### config.mk
export PLATFORM = sky130hd
export DESIGN_NAME = mem_arbiter
export DESIGN_NICKNAME = d
export VERILOG_FILES = /design/src/rtl/mem_arbiter.sv
export SDC_FILE = /design/constraint.sdc
export NUM_CORES = 1
export LEC_CHECK = 0
export ABC_AREA = 1
export ABC_CLOCK_PERIOD_IN_PS = 3050
export BUFFER_PORTS_ARGS = -buffer_cell sky130_fd_sc_hd__clkbuf_2
export CORE_MARGIN = 2
export CORE_UTILIZATION = 51
export CTS_CLUSTER_DIAMETER = 60
export DETAILED_ROUTE_END_ITERATION = 8
export HOLD_SLACK_MARGIN = 0.06
export PLACE_DENSITY = 0.85
export SLEW_MARGIN = 20
export SYNTH_ARGS = -nofsm -noshare
export SYNTH_HDL_FRONTEND = slang
export SYNTH_SLANG_ARGS = --single-unit
### constraint.sdc
create_clock -name clk -period 3.05 [get_ports clk]
set_input_delay 0.61 -clock clk [delete_from_list [all_inputs] [get_ports clk]]
set_output_delay 0.61 -clock clk [all_outputs]
set_load 0.005 [all_outputs]
### src/rtl/mem_arbiter.sv
// Two-port arbiter sharing the MU0 memory between the CPU (port A) and the
// debug/loader (port B); every access runs a fixed IDLE -> SERVE -> ACK sequence.
module mem_arbiter #(
    parameter bit PRIORITY_MODE = 1'b0
) (
    input  logic        clk,
    input  logic        resetN,
    // Handshake: a requester raises xReq with its fields stable and holds them
    // until xAck pulses for one cycle; xReq still high the cycle after xAck is a new request.
    input  logic        aReq,
    input  logic        aReadNotWrite,
    input  logic [15:0] aAddr,
    input  logic [15:0] aDataIn,
    output logic        aAck,
    output logic [15:0] aDataOut,
    input  logic        bReq,
    input  logic        bReadNotWrite,
    input  logic [15:0] bAddr,
    input  logic [15:0] bDataIn,
    output logic        bAck,
    output logic [15:0] bDataOut,
    input  logic        bLock,
    output logic        memRq,
    output logic        memReadNotWrite,
    output logic [15:0] memAddr,
    output logic [15:0] memDataIn,
    input  logic [15:0] memDataOut,
    output logic [1:0]  dbg_state
);

    localparam logic [1:0] ST_IDLE  = 2'd0;
    localparam logic [1:0] ST_SERVE = 2'd1;
    localparam logic [1:0] ST_ACK   = 2'd2;
    localparam logic       OWN_A    = 1'b0;
    localparam logic       OWN_B    = 1'b1;

    logic [1:0]  state;
    logic        owner;
    logic        last_grant;
    logic        rnw_q;
    logic [15:0] addr_q;
    logic [15:0] data_q;
    logic        elig_a;
    logic        elig_b;
    logic        grant_b;

    always_comb begin
        elig_a = aReq && !bLock;
        elig_b = bReq;
        // On a tie, round-robin hands the grant to whichever port did not win last time.
        if (elig_a && elig_b) begin
            grant_b = PRIORITY_MODE ? 1'b0 : (last_grant == OWN_A);
        end else begin
            grant_b = elig_b;
        end
    end

    always_ff @(posedge clk) begin
        if (!resetN) begin
            state      <= ST_IDLE;
            owner      <= OWN_A;
            last_grant <= OWN_B;
            rnw_q      <= 1'b1;
            addr_q     <= 16'd0;
            data_q     <= 16'd0;
            aAck       <= 1'b0;
            bAck       <= 1'b0;
            aDataOut   <= 16'd0;
            bDataOut   <= 16'd0;
        end else begin
            aAck <= 1'b0;
            bAck <= 1'b0;
            case (state)
                ST_IDLE: begin
                    if (elig_a || elig_b) begin
                        owner      <= grant_b;
                        last_grant <= grant_b;
                        rnw_q      <= grant_b ? bReadNotWrite : aReadNotWrite;
                        addr_q     <= grant_b ? bAddr : aAddr;
                        data_q     <= grant_b ? bDataIn : aDataIn;
                        state      <= ST_SERVE;
                    end
                end
                ST_SERVE: begin
                    if (owner == OWN_B) begin
                        bAck <= 1'b1;
                        if (rnw_q) bDataOut <= memDataOut;
                    end else begin
                        aAck <= 1'b1;
                        if (rnw_q) aDataOut <= memDataOut;
                    end
                    state <= ST_ACK;
                end
                ST_ACK:  state <= ST_IDLE;
                default: state <= ST_IDLE;
            endcase
        end
    end

    // memRq is gated by resetN so a write in SERVE never lands during reset.
    always_comb begin
        memRq           = 1'b0;
        memReadNotWrite = 1'b1;
        memAddr         = 16'd0;
        memDataIn       = 16'd0;
        if (state == ST_SERVE) begin
            memRq           = resetN;
            memReadNotWrite = rnw_q;
            memAddr         = addr_q;
            memDataIn       = data_q;
        end
    end

    assign dbg_state = state;

endmodule

# --- Yosys cells after proc, flatten, opt, wreduce, memory -nomap -nowiden ---
# Index checks and enable logic that the tools add are counted.
word_totals:
  elab_cells: 35
  in_bits: 87
  regBits: 71
  latchBits: 0
  output_inout_bits: 70
  mem_count: 0
  mem_bits_rw: 0
  romBits: 0
classes:
  div_mod_pow: 0
  n_eq_ne: 2
  n_bitwise: 2
  n_reduce_logical: 9
  magnitude_cmp: 0
  n_mul: 0
  shifts: 0
  muxes: 12
  add_sub_neg: 0
ops:
  columns: ["cell", "count"]
  rows:
  - ["2-to-1 mux 16 bit", 4]
  - ["2-to-1 mux 1 bit", 6]
  - ["AND reduction 3 bit", 2]
  - ["case mux 2 bit (2 select lines)", 1]
  - ["AND reduction 2 bit", 2]
  - ["== test 2 x 1 -> 1 bit (second input constant)", 1]
  - ["logical AND 1 bit", 2]
  - ["zero test 2 bit", 1]
  - ["2-to-1 mux 2 bit", 1]
  - ["!= test 2 bit (second input constant)", 1]
  - ["inverter 1 bit", 2]
  - ["zero test 1 bit", 1]
  - ["logical OR 1 bit", 1]

# --- Depth between registers and ports, before layout ---
logic_depth:
  depth_word: 5
  depth_mapped: 8

# --- Worst setup path before layout ---
# OpenSTA, ideal clock, no wires.
synth_path:
  path_type: "in2out"
  start: "input port resetN"
  end: "output port memRq"
  arrival_ns: 1.190
  cell_stages: 4
  path_slack_ns: 1.250
  path_cell_list: "clkbuf_1 inv_1 clkbuf_1 nor2_1"
synth_between:
  elab_chain_cells: 1
synth_rtl:
  columns: ["element", "line", "source"]
  rows:
  - ["start, declared", "7", "input logic resetN,"]
  - ["2-to-1 mux 1 bit", "106", "if (state == ST_SERVE) begin"]
  - ["end, declared", "23", "output logic memRq,"]
# No other way between the ends.

# --- Worst setup path in the final report ---
layout_path:
  start: "register state[0], in the netlist dbg_state[0]"
  end: "output port memAddr[11]"
layout_between:
  elab_chain_cells: 2
layout_rtl:
  columns: ["element", "line", "source"]
  rows:
  - ["start, declared", "37", "logic [1:0] state;"]
  - ["start signal, assigned", "60", "state <= ST_IDLE;"]
  - ["start signal, assigned", "81", "state <= ST_SERVE;"]
  - ["start signal, assigned", "92", "state <= ST_ACK;"]
  - ["== test 2 x 1 -> 1 bit", "106", null]
  - ["2-to-1 mux 16 bit", "106", null]
  - ["end, declared", "25", "output logic [15:0] memAddr,"]
# No other way between the ends.

==> results_dict.tcl <==
set metrics [dict create \
    outcome "completed" \
    design_area_um2 4443 \
    synth_enable_flop_cells 0 \
    hold_buffers 0 \
    synth_top_cell_area_share 0.4027 \
    ff2ff_path_depth 8 \
    r2r_slack_ns 1.25 \
    crit_type "register to output pin" \
    dr.pass1.iters 5 \
    cts_setup_buffers 0 \
    crit_fanout 36 \
    finalNetCount 753 \
    route.detailed.drc 0 \
    holdPathStages 2 \
    routed_wirelength_mm 9.003 \
    synth-seq-cells 71 \
    grt_overflow 0 \
    dr_total_vias 3686 \
    final_layout_size_suffix_gt1_frac 0.2832 \
    pre_cts_ws_ns 0.9990 \
    multi_input_area_um2 1715 \
    endpoint_kind "output pin" \
    p_leak_uw 0.002349 \
    grt_max_degree 68 \
    crit_buf_inv 4 \
    slowest_stage "inv_2" \
    diodes 0 \
    numCtsBuffers 9 \
    num_io_pins 157 \
    power_density_nw_per_um2 517.5 \
    relSlewSlack 0.4448 \
    gp_congestion 0.8562 \
    avgSynthCellArea_um2 6.660 \
    hpwl_mm 6.259 \
    seq_area_um2 1421 \
    r2r-end "bDataOut[8]" \
    hold_start "aDataOut[10]" \
    setup_tns_ns 0 \
    syn_nets 617 \
    syn_to_final_growth_pct 25.88 \
    synth_area_leaders "dfxtp_1, nor2_1, nand2_1, nand3_1, a21boi_0" \
    initial_core_util 0.5224 \
    die-area_um2 7602 \
    drv_cap 0 \
    synth_cell_type_count 24 \
    synthArstFlopShare 0 \
    fin_ws_ns 0.6363 \
    antenna_found_initial 0 \
    whs_ns 0.4634 \
    fmax_ghz 0.4143 \
    cp-start-kind "register" \
    ir_worst_vdd_mv 0.2632 \
    cts.sinks 71 \
    core_region_area_um2 6756 \
    worstPathArrival_ns 1.80 \
    cp.required_ns 2.44 \
    grt_usage 0.2398 \
    path_cells "inv_1, nor2_2, buf_4, inv_2, nor2_1, clkbuf_2" \
    min_to "aDataOut[10]" \
    syn_inst 530 \
    cts_tree "built" \
    yosysTopAreaCell "dfxtp_1" \
    fin_crit_ns 2.414 \
    hold_path_class "register to register" \
    ant_nets 0 \
    clkTransAtPathRegs_ns 0.08 \
    p_total_uw 2299 \
    finClkSkew_ns 0.009472 \
    grt_pass1_wl_mm 14.51 \
    clockBufferDepth 2 \
    worst_pin_slew_ns 0.8310 \
    row_count 30 \
    layout_commonest_cell "clkbuf_2" \
    cts_resized 0 \
    htree_levels 3 \
    synth_area_um2 3530 \
    clk_latency_ns 0.34 \
    drt_iter0_markers 190 \
    die_y_um 87.19 \
    hold_violations 0 \
    rr_startpoint "dbg_state[0]" \
    root_buffer "clkbuf_8" \
    ys.flop_type "dfxtp_1" \
    synth.yosys.warnings 0 \
    rsz0062_at_grt "false" \
    yosysSeqAreaShare 0.4027 \
    min_period_over_period 0.7914 \
    io_buffers 156 \
    critical_path.max_stage_delay_ns 0.55 \
    fillCellCount 613 \
    setup_viol 0 \
    critPathTopFamily "buffers and inverters" \
    final_cell_mix "clkbuf_2, nor2_1, nand2_1" \
    slew_viol_final 0 \
    viasPerCell 4.908 \
    die_x_um 87.19 \
    grt_pass1_vias 3242 \
    wl_per_cell_um 11.99 \
    placed_cell_area_um2 4223 \
]
-- metal layers --
metal	track usage	part of all wire	up-vias
li1	-	-	1923
met1	0.2906	0.42	1602
met2	0.4136	0.48	150
met3	0.05687	0.081	11
met4	0.08671	0.014	0
met5	0	0	-
-- flip-flops by register name (all words and copies together) (netlist names) --
name / flops
aDataOut: 16
addr_q: 16
bDataOut: 16
data_q: 16
dbg_state: 2
aAck: 1
bAck: 1
last_grant: 1
owner: 1
rnw_q: 1
-- logic make-up after synthesis --
| kind of cell | after synthesis | synth area share |
|---|---|---|
| AOI/OAI and AO/OA | 67 | 0.1209 |
| buffers and inverters | 79 | 0.1113 |
| and+or+nand+nor | 313 | 0.3651 |
| DFF | 71 | 0.4027 |
-- worst min-delay path, stage by stage, from the launching register on --
cell and delay [ns]:
dfxtp_1 0.31, nand2_1 0.06, a21oi_1 0.05
-- metrics by stage --
step / util / cells
after floorplan: - / 530
after global placement: 0.6250 / 735
after detailed placement: 0.6250 / 735
after CTS: 0.6576 / 751
after global routing: 0.6576 / 751
final: 0.6576 / 751
-- layout make-up --
| type | instances | area share |
|---|---|---|
| clock buffer | 9 | 0.02788 |
| inverter | 42 | 0.03605 |
| clock inverter | 7 | 0.02168 |
| multi-input combinational | 380 | 0.3861 |
| tap | 80 | 0.02253 |
| timing repair buffer | 162 | 0.1859 |
| sequential | 71 | 0.3199 |
-- Yosys cell counts (2+ instances only) --
| cell | count |
|---|---|
| nand3_1 | 51 |
| clkbuf_1 | 16 |
| nor2_1 | 131 |
| a21boi_0 | 26 |
| nand2_2 | 4 |
| o21ai_0 | 16 |
| dfxtp_1 | 71 |
| inv_1 | 39 |
| nand2_1 | 120 |
| a21boi_1 | 6 |
| inv_2 | 2 |
| buf_6 | 6 |
| buf_4 | 12 |
| a21oi_1 | 18 |
| buf_2 | 3 |
-- power breakdown --
group	switching [µW]	internal [µW]	total [µW]
sequential	26.7	999	1030
combinational	274	174	448
clock	365	461	826
total	666	1630	2300
-- how the worst max path moves through the flow --
stage	startpoint	end	cells after the start	slack, ns
after detailed placement	dbg_state[0]	memAddr[10]	6	1.0
after CTS	dbg_state[0]	memAddr[10]	6	0.63
after floorplan	resetN	memRq	4	1.25
final	dbg_state[0]	memAddr[11]	6	0.64
after global placement	dbg_state[0]	memDataIn[0]	6	1.08
after global routing	dbg_state[0]	memAddr[8]	6	0.49
Power figures use the tool's default switching activity.
